===== config.mk =====
export PLATFORM = sky130hd
export DESIGN_NAME = rab_arbiter_flat
export DESIGN_NICKNAME = d
export VERILOG_FILES = /design/src/rtl/rab_arbiter_if.sv /design/src/rtl/rab_arbiter.sv /design/src/flat_wrapper.sv
export SDC_FILE = /design/constraint.sdc
export NUM_CORES = 1
export LEC_CHECK = 0
export CAP_MARGIN = 30
export CORE_MARGIN = 1.5
export CORE_UTILIZATION = 44
export DETAILED_ROUTE_END_ITERATION = 10
export PLACE_DENSITY = 0.8
export SLEW_MARGIN = 0
export SYNTH_ARGS = -nofsm -noshare
export SYNTH_HDL_FRONTEND = slang
export SYNTH_SLANG_ARGS = --single-unit

===== constraint.sdc =====
create_clock -name clk -period 2.15 [get_ports clk]
set_input_delay 0.5375 -clock clk [delete_from_list [all_inputs] [get_ports clk]]
set_output_delay 0.5375 -clock clk [all_outputs]
set_load 0.01 [all_outputs]

===== src/rtl/rab_arbiter_if.sv =====
// Request/response signals between the two RAB masters, the arbiter and the register file.
// slave: the arbiter's view; master: the requesters plus register file driving the arbiter.
interface rab_arbiter_if #(
  parameter int unsigned RAB_ADDR_WIDTH = 9
);
  logic                      mcu_rab_write;
  logic                      mcu_rab_read;
  logic [RAB_ADDR_WIDTH-1:0] mcu_i2c_addr;
  logic [7:0]                mcu_rab_wdata;
  logic                      mcu_rab_ack;
  logic [7:0]                mcu_rab_rdata;

  logic                      i2c_rab_write;
  logic                      i2c_rab_read;
  logic [RAB_ADDR_WIDTH-1:0] i2c_rab_addr;
  logic [7:0]                i2c_rab_wdata;
  logic                      i2c_rab_ack;
  logic [7:0]                i2c_rab_rdata;

  logic [RAB_ADDR_WIDTH-1:0] rab_addr;
  logic [7:0]                rab_wdata;
  logic                      rab_write;
  logic                      rab_read;
  logic [7:0]                rab_rdata;
  logic                      rab_ready;
  logic                      rab_err;

  modport slave (
    input  mcu_rab_write, mcu_rab_read, mcu_i2c_addr, mcu_rab_wdata,
    output mcu_rab_ack, mcu_rab_rdata,
    input  i2c_rab_write, i2c_rab_read, i2c_rab_addr, i2c_rab_wdata,
    output i2c_rab_ack, i2c_rab_rdata,
    output rab_addr, rab_wdata, rab_write, rab_read, rab_err,
    input  rab_rdata, rab_ready
  );

  modport master (
    output mcu_rab_write, mcu_rab_read, mcu_i2c_addr, mcu_rab_wdata,
    input  mcu_rab_ack, mcu_rab_rdata,
    output i2c_rab_write, i2c_rab_read, i2c_rab_addr, i2c_rab_wdata,
    input  i2c_rab_ack, i2c_rab_rdata,
    input  rab_addr, rab_wdata, rab_write, rab_read, rab_err,
    output rab_rdata, rab_ready
  );
endinterface


===== src/rtl/rab_arbiter.sv =====
// Round-robin arbiter between MCU and I2C masters onto the shared register access bus,
// with registered strobes, one-cycle ack and a BUSY timeout that returns 8'hFF plus rab_err.
module rab_arbiter #(
  parameter int unsigned RAB_ADDR_WIDTH = 9,
  parameter int unsigned TIMEOUT        = 255
) (
  input  logic         clk,
  input  logic         rst,
  rab_arbiter_if.slave bus
);

  typedef enum logic [1:0] {IDLE, BUSY, RESP} state_t;

  state_t                    state;
  logic                      last_i2c;
  logic [7:0]                cnt;
  logic [RAB_ADDR_WIDTH-1:0] addr_q;
  logic [7:0]                wdata_q;
  logic                      write_q;
  logic                      read_q;
  logic                      mcu_ack_q;
  logic                      i2c_ack_q;
  logic [7:0]                mcu_rdata_q;
  logic [7:0]                i2c_rdata_q;
  logic                      err_q;

  logic                      mcu_req;
  logic                      i2c_req;
  logic                      grant_i2c;
  logic                      sel_write;
  logic                      timed_out;
  logic [7:0]                resp_data;

  always_comb begin
    mcu_req   = bus.mcu_rab_write | bus.mcu_rab_read;
    i2c_req   = bus.i2c_rab_write | bus.i2c_rab_read;
    grant_i2c = i2c_req & (~mcu_req | ~last_i2c);
    // Read and write together is treated as a write.
    sel_write = grant_i2c ? bus.i2c_rab_write : bus.mcu_rab_write;
    timed_out = (cnt == 8'(TIMEOUT));
    resp_data = 8'hFF;
    if (bus.rab_ready) resp_data = write_q ? 8'h00 : bus.rab_rdata;
  end

  // last_i2c is updated on every grant, so during BUSY/RESP it also names the current owner.
  always_ff @(posedge clk) begin
    if (rst) begin
      state       <= IDLE;
      last_i2c    <= 1'b1;
      cnt         <= '0;
      addr_q      <= '0;
      wdata_q     <= '0;
      write_q     <= 1'b0;
      read_q      <= 1'b0;
      mcu_ack_q   <= 1'b0;
      i2c_ack_q   <= 1'b0;
      mcu_rdata_q <= '0;
      i2c_rdata_q <= '0;
      err_q       <= 1'b0;
    end else begin
      case (state)
        IDLE: begin
          if (mcu_req | i2c_req) begin
            state    <= BUSY;
            last_i2c <= grant_i2c;
            addr_q   <= grant_i2c ? bus.i2c_rab_addr  : bus.mcu_i2c_addr;
            wdata_q  <= grant_i2c ? bus.i2c_rab_wdata : bus.mcu_rab_wdata;
            write_q  <= sel_write;
            read_q   <= ~sel_write;
            cnt      <= '0;
          end
        end
        BUSY: begin
          if (bus.rab_ready | timed_out) begin
            state   <= RESP;
            write_q <= 1'b0;
            read_q  <= 1'b0;
            err_q   <= ~bus.rab_ready;
            if (last_i2c) begin
              i2c_ack_q   <= 1'b1;
              i2c_rdata_q <= resp_data;
            end else begin
              mcu_ack_q   <= 1'b1;
              mcu_rdata_q <= resp_data;
            end
          end else begin
            cnt <= cnt + 8'd1;
          end
        end
        RESP: begin
          state     <= IDLE;
          mcu_ack_q <= 1'b0;
          i2c_ack_q <= 1'b0;
          err_q     <= 1'b0;
        end
        default: state <= IDLE;
      endcase
    end
  end

  assign bus.mcu_rab_ack   = mcu_ack_q;
  assign bus.mcu_rab_rdata = mcu_rdata_q;
  assign bus.i2c_rab_ack   = i2c_ack_q;
  assign bus.i2c_rab_rdata = i2c_rdata_q;
  assign bus.rab_addr      = addr_q;
  assign bus.rab_wdata     = wdata_q;
  assign bus.rab_write     = write_q;
  assign bus.rab_read      = read_q;
  assign bus.rab_err       = err_q;

endmodule

===== src/flat_wrapper.sv =====
// flat-port wrapper written by rule: the top's interface ports become plain ports
module rab_arbiter_flat 
#(
  parameter int unsigned RAB_ADDR_WIDTH = 9,
  parameter int unsigned TIMEOUT        = 255
)
  (clk, rst, bus_mcu_rab_write, bus_mcu_rab_read, bus_mcu_i2c_addr, bus_mcu_rab_wdata, bus_mcu_rab_ack, bus_mcu_rab_rdata, bus_i2c_rab_write, bus_i2c_rab_read, bus_i2c_rab_addr, bus_i2c_rab_wdata, bus_i2c_rab_ack, bus_i2c_rab_rdata, bus_rab_addr, bus_rab_wdata, bus_rab_write, bus_rab_read, bus_rab_err, bus_rab_rdata, bus_rab_ready);
  rab_arbiter_if #(.RAB_ADDR_WIDTH(RAB_ADDR_WIDTH)) bus_i ();
  input  logic clk;
  input  logic rst;
  input wire logic [$bits(bus_i.mcu_rab_write)-1:0] bus_mcu_rab_write;
  input wire logic [$bits(bus_i.mcu_rab_read)-1:0] bus_mcu_rab_read;
  input wire logic [$bits(bus_i.mcu_i2c_addr)-1:0] bus_mcu_i2c_addr;
  input wire logic [$bits(bus_i.mcu_rab_wdata)-1:0] bus_mcu_rab_wdata;
  output wire logic [$bits(bus_i.mcu_rab_ack)-1:0] bus_mcu_rab_ack;
  output wire logic [$bits(bus_i.mcu_rab_rdata)-1:0] bus_mcu_rab_rdata;
  input wire logic [$bits(bus_i.i2c_rab_write)-1:0] bus_i2c_rab_write;
  input wire logic [$bits(bus_i.i2c_rab_read)-1:0] bus_i2c_rab_read;
  input wire logic [$bits(bus_i.i2c_rab_addr)-1:0] bus_i2c_rab_addr;
  input wire logic [$bits(bus_i.i2c_rab_wdata)-1:0] bus_i2c_rab_wdata;
  output wire logic [$bits(bus_i.i2c_rab_ack)-1:0] bus_i2c_rab_ack;
  output wire logic [$bits(bus_i.i2c_rab_rdata)-1:0] bus_i2c_rab_rdata;
  output wire logic [$bits(bus_i.rab_addr)-1:0] bus_rab_addr;
  output wire logic [$bits(bus_i.rab_wdata)-1:0] bus_rab_wdata;
  output wire logic [$bits(bus_i.rab_write)-1:0] bus_rab_write;
  output wire logic [$bits(bus_i.rab_read)-1:0] bus_rab_read;
  output wire logic [$bits(bus_i.rab_err)-1:0] bus_rab_err;
  input wire logic [$bits(bus_i.rab_rdata)-1:0] bus_rab_rdata;
  input wire logic [$bits(bus_i.rab_ready)-1:0] bus_rab_ready;
  assign bus_i.mcu_rab_write = bus_mcu_rab_write;
  assign bus_i.mcu_rab_read = bus_mcu_rab_read;
  assign bus_i.mcu_i2c_addr = bus_mcu_i2c_addr;
  assign bus_i.mcu_rab_wdata = bus_mcu_rab_wdata;
  assign bus_mcu_rab_ack = bus_i.mcu_rab_ack;
  assign bus_mcu_rab_rdata = bus_i.mcu_rab_rdata;
  assign bus_i.i2c_rab_write = bus_i2c_rab_write;
  assign bus_i.i2c_rab_read = bus_i2c_rab_read;
  assign bus_i.i2c_rab_addr = bus_i2c_rab_addr;
  assign bus_i.i2c_rab_wdata = bus_i2c_rab_wdata;
  assign bus_i2c_rab_ack = bus_i.i2c_rab_ack;
  assign bus_i2c_rab_rdata = bus_i.i2c_rab_rdata;
  assign bus_rab_addr = bus_i.rab_addr;
  assign bus_rab_wdata = bus_i.rab_wdata;
  assign bus_rab_write = bus_i.rab_write;
  assign bus_rab_read = bus_i.rab_read;
  assign bus_rab_err = bus_i.rab_err;
  assign bus_i.rab_rdata = bus_rab_rdata;
  assign bus_i.rab_ready = bus_rab_ready;
  rab_arbiter #(.RAB_ADDR_WIDTH(RAB_ADDR_WIDTH), .TIMEOUT(TIMEOUT)) u_core (.clk(clk), .rst(rst), .bus(bus_i));
endmodule

Word level (Yosys, flattened, before mapping):

Cells that the tools add are included.

* register bits: 49
* output and inout port bits: 38

* reductions and logical operators: 12
* eq/ne operators: 8
* add/subtract/negate cells: 1
* multiplexer cells: 24
* bitwise operators: 10

Operator list (count)
* 8-bit two-way mux: 5
* 3-bit AND reduction: 6
* 8-bit one-hot mux with 2 select lines: 1
* 1-bit one-hot mux with 2 select lines: 5
* 1-bit two-way mux: 9
* 9-bit two-way mux: 1
* 8-bit by 1-bit adder with 8-bit output, second input constant: 1
* 8-bit equality test, second input constant: 1
* 2-bit by 1-bit != test with 1-bit output, second input constant: 3
* 2-bit AND reduction: 3
* 1-bit OR: 5
* 2-bit two-way mux: 2
* 2-bit != test, second input constant: 2
* 1-bit NOT: 4
* 2-bit one-hot mux with 2 select lines: 1
* 2-bit nonzero test: 2
* 2-bit by 1-bit equality test with 1-bit output, second input constant: 1
* 2-bit equality test, second input constant: 1
* 2-bit zero test: 1
* 1-bit bitwise AND: 1

Depth between registers and ports, before layout:

* depth in word-level cells: 8
* gate-level depth with buffers: 7
* gate-level depth less buffers: 6

Worst setup path after synthesis:

No wires, ideal clock.

* path type: input-to-reg
* start: input port bus_i2c_rab_read
* end: register u_core.state[0]
* library setup time: 0.116 ns
* stages: 4
* path buffers: 1
* arrival: 1.579 ns
* slack: 0.455 ns
* cell sequence: nor4_2 -> nor2_1 -> clkbuf_1 -> a31o_2

* word-level cells in the longest chain between the ends: 4

RTL lines
* start: declaration: line flat_wrapper.sv:18 `input wire logic [$bits(bus_i.i2c_rab_read)-1:0] bus_i2c_rab_read;`
* 1-bit OR: line rab_arbiter.sv:36 `i2c_req = bus.i2c_rab_write | bus.i2c_rab_read;`
* 1-bit OR: line rab_arbiter.sv:63 `if (mcu_req | i2c_req) begin`
* 2-bit by 1-bit != test with 1-bit output (no source line)
* 2-bit AND reduction (no source line)
* end signal: assignment: line rab_arbiter.sv:48 `state <= IDLE;`
* end signal: assignment: line rab_arbiter.sv:64 `state <= BUSY;`
* end signal: assignment: line rab_arbiter.sv:75 `state <= RESP;`
* end: declaration: line rab_arbiter.sv:14 `state_t state;`

Every way passes these cells.
A chain may end at the register's enable or synchronous reset.

Final worst setup path:

* start: input port bus_i2c_rab_read
* end: register u_core.cnt[3]

* word-level cells in the longest chain between the ends: 4

RTL lines
* 1-bit OR: line rab_arbiter.sv:36
* 1-bit OR: line rab_arbiter.sv:63
* 2-bit by 1-bit != test with 1-bit output (no source line)
* 3-bit AND reduction (no source line)
* end signal: assignment: line rab_arbiter.sv:87 `cnt <= cnt + 8'd1;`
* end: declaration: line rab_arbiter.sv:16 `logic [7:0] cnt;`

Every way passes these cells.

==> summary.md <==
In the layout the commonest cells are sky130_fd_sc_hd__clkdlybuf4s50_1, sky130_fd_sc_hd__dfxtp_1, sky130_fd_sc_hd__a21oi_1, sky130_fd_sc_hd__o21ai_0, sky130_fd_sc_hd__buf_4. The tools report the total routing usage reported by global routing as 22.19%. The critical path runs through a total of 6 cells.

The run gives 0 as the initial antenna violation count. The static power due to leakage came out at 1.314 nW. The floorplan step defined a die boundary enclosing 0.005737 sq mm. In this run the worst setup path begins at bus_i2c_rab_read. Kind of start point of the critical path: an input port.

The number of global-route vias before repair is 2158. The post-synthesis to final-layout area growth is 49.44%. STA classifies the critical path endpoint as a flip-flop. The largest individual stage delay along the critical path comes from the cell sky130_fd_sc_hd__or4_1. The number of buffers inserted by hold repair at cts was 0. The critical path goes through clkdlybuf4s50_1 -> nor4_2 -> buf_4 -> a21o_1 -> or4_1 -> a31oi_1. The run gives 0 as the final number of hold-violating endpoints. The endpoint identified for the worst register-to-register timing path is u_core.cnt[3]. Buffers placed on the I/O ports in this run total 86. Detailed placement ended at an HPWL of 4.506 mm. The mean instance size in the synthesized netlist is 8.721 sq um, and the vertical extent of the die is 75.75 um. The number of setup buffers added after CTS is 0. The logs give 71.08% for the worst relative slew slack and 2352 for the routed via count. The logs give 0.005107 sq mm for the standard cell core area and 0 for the number of remaining DRC errors.

In this run, synthesis inferred 0 flip-flops with an integrated enable. The repair_antennas step left the layout with diodes totalling 0. The sequential fraction of the synthesis area was 42.13%; the number of warnings printed during yosys synthesis was 0.

The clock period could shrink to 1.977 ns. The later-pin clock latency in the skew report was 0.30 ns; the row count was 26. For this configuration, the core starts out at a cell density of 45.59%.

Setup repair after global routing left no endpoint under its margin. The share of the clock period used by the worst path was 91.97%. The maximum number of pins on one net before global-route repair was 29; the maximum net fanout on the critical path was 4.

The run gives 417 as the layout net count. The type of the worst setup path was in2reg. Fill cells in the final layout number 415.

The number of clock buffers added by TritonCTS is 5. After synthesis the cells add up to 0.002328 sq mm. For this run, asynchronously set or reset flops after synthesis account for 0%.

Power spread over the standard cell area amounts to 700.1 mW/mm^2. Global routing finished with a remaining overflow of 0. Data on the critical path is required at its endpoint by 2.38 ns.

TritonCTS built the clock tree. The first global-routing pass estimated 9.818 mm of wire. Dividing the detail-routed wire length by the instance count gives 13.68 um.

The clock input transition at the sequential cells of the worst setup and hold paths was 0.09 ns; the worst reg2reg path depth was 6. The worst endpoint data arrival time is 2.21 ns, and the transition time at the pin with the least slew margin is 0.4309 ns. Counting every sink on the clock net gives 49. In this run the remaining antenna-violating nets after routing total 0. In this run the critical register-to-register path is launched from u_core.state[1]. The count of mapped cells out of synthesis was 267; the worst-case clock skew was 0.004153 ns.

The tools report the setup-violating endpoint count in the final report as 0. In the final layout, the share of cells above drive strength 1 is 10.14%. The run finished with clean final reports.

The worst slack on hold paths was 0.4710 ns; the average via count per standard cell was 5.407. The synthesized netlist contains 43 unique library cells. The critical path ends at u_core.cnt[3]. Among all flip-flop cells after synthesis, the most frequent one is sky130_fd_sc_hd__dfxtp_1. Cells fill 68.13% of the core in the end. The run gives 0.21 ns as the setup slack on the worst flop-to-flop path. Leaving out fill and tap cells, the most frequent cell in the layout is sky130_fd_sc_hd__clkdlybuf4s50_1.

The critical path contains buffers and inverters numbering 2 combined. The tightest min-delay check is of the reg2reg type. Summed over all layers, the routed wires come to 5.950 mm. Counting flops and latches in the post-synthesis netlist gives 49. From left edge to right edge, the die measures 75.75 um. The final RePlAce weighted congestion came out at 0.8655. For the reported max-cap violation count, the log shows 0.

Gates resized during post-CTS repair numbered 0. The clock tree synthesis step divided the H-tree into 2 levels. Clock tree synthesis selected as its root buffer the cell sky130_fd_sc_hd__clkbuf_8. For the net count of the mapped netlist, the log shows 320.

The logs give 0 for the final count of pins violating max slew and 2 for the number of buffers on the longest clock path. Derived from the worst setup path, the maximum achievable clock frequency is 505.7 MHz. The first-iteration detailed-routing DRC count came out at 142. The cell family contributing the most delay on the critical path is buffers and inverters. For this run, the slowest stage of the critical path takes 0.54 ns. For this design the top-level I/O count stands at 87. IR analysis of the VDD net gives a maximum drop of 0.0004060 V.

First-pass detailed-route iteration total: 4.
where the power goes:
group	leakage [nW]	total, mW	switching [mW]	internal (mW)
logic	0.858	0.777	0.364	0.413
registers	0.402	1.07	0.0588	1.01
clock network	0.0542	0.591	0.300	0.291
Yosys cell counts (3+ instances only):
cell,n,area (sq um)
sky130_fd_sc_hd__ha_1,4,50.05
sky130_fd_sc_hd__nand3_1,8,40.04
sky130_fd_sc_hd__buf_2,6,30.03
sky130_fd_sc_hd__a21boi_0,8,60.06
sky130_fd_sc_hd__or4_1,5,37.54
sky130_fd_sc_hd__a211oi_1,10,75.07
sky130_fd_sc_hd__a31oi_1,5,31.28
sky130_fd_sc_hd__clkbuf_1,10,37.54
sky130_fd_sc_hd__nand2_1,12,45.04
sky130_fd_sc_hd__o21ai_0,28,140.1
sky130_fd_sc_hd__nor2_1,5,18.77
sky130_fd_sc_hd__o21ai_1,4,20.02
sky130_fd_sc_hd__mux2i_1,19,190.2
sky130_fd_sc_hd__inv_1,8,30.03
sky130_fd_sc_hd__dfxtp_1,49,980.9
sky130_fd_sc_hd__or3_1,8,50.05
sky130_fd_sc_hd__nand4_1,4,25.02
sky130_fd_sc_hd__nor2b_1,3,18.77
sky130_fd_sc_hd__a21oi_1,41,205.2
tightest hold or removal path, delay by kind of cell (launching register included):
family           cells  cell delay, ns
multiplexers         1            0.06
AND/OR/NAND/NOR      1            0.05
flip-flops           1            0.32
metrics by stage:
step	std cells	worst slack [ns]	total power, mW	area, sq um	setup TNS (ns)
global placement	426	-0.1380	1.837	3363	-2.291
floorplan	267	0.4553	1.461	2328	0
finish	435	0.1726	2.436	3480	0
detailed placement	427	-0.1406	1.863	3378	-0.6615
global route	435	0.09171	2.580	3480	0
CTS	435	0.1696	2.455	3480	0
flip-flops by register name (all words and copies together) (netlist names):
register	cells
u_core.bus.rab_read	1
u_core.bus.rab_err	1
u_core.bus.mcu_rab_rdata	8
u_core.last_i2c	1
u_core.bus.i2c_rab_rdata	8
u_core.bus.rab_write	1
u_core.bus.rab_wdata	8
u_core.bus.mcu_rab_ack	1
u_core.bus.i2c_rab_ack	1
u_core.state	2
u_core.cnt	8
u_core.bus.rab_addr	9
area by class of cell:
class	instances	area [sq um]	area share [%]
repair buffers	108	1046	30.06
clock buffers	7	96.34	2.769
clock inverters	1	5.005	0.1438
multi-input cells	192	1234	35.45
well taps	70	87.58	2.517
inverters	8	30.03	0.8630
flip-flops and latches	49	980.9	28.19
per-layer routing:
layer | up-vias | GRT usage, % | routed length [um]
met5 | - | 0 | 0
met4 | 0 | 7.738 | 60
met3 | 6 | 7.407 | 496
met2 | 96 | 34.49 | 2737
met1 | 1054 | 28.82 | 2656
li1 | 1196 | - | -
kinds of logic (layout without fill, tap and decap cells):
family / after synthesis / in the layout / share of synthesized area [%]
compound gates: 111 / 111 / 28.21
fa+ha+maj: 4 / 4 / 2.149
buf+inv: 26 / 124 / 5.159
flops: 49 / 49 / 42.13
mux: 19 / 19 / 8.168
simple gates: 58 / 58 / 14.19
worst min-delay path by stage:
stage	slack, ns	endpoint	startpoint	depth (start not counted)
2_1_floorplan	0.47	u_core.cnt[2]	u_core.cnt[2]	2
3_3_place_gp	0.46	u_core.bus.i2c_rab_ack	u_core.bus.i2c_rab_ack	2
3_5_place_dp	0.47	u_core.bus.i2c_rab_rdata[1]	u_core.bus.i2c_rab_rdata[1]	2
4_1_cts	0.48	u_core.bus.i2c_rab_rdata[1]	u_core.bus.i2c_rab_rdata[1]	2
5_1_grt	0.50	u_core.bus.i2c_rab_rdata[1]	u_core.bus.i2c_rab_rdata[1]	2
6_report	0.47	u_core.bus.mcu_rab_ack	u_core.bus.mcu_rab_ack	2
(Power assumes the default switching activity.)
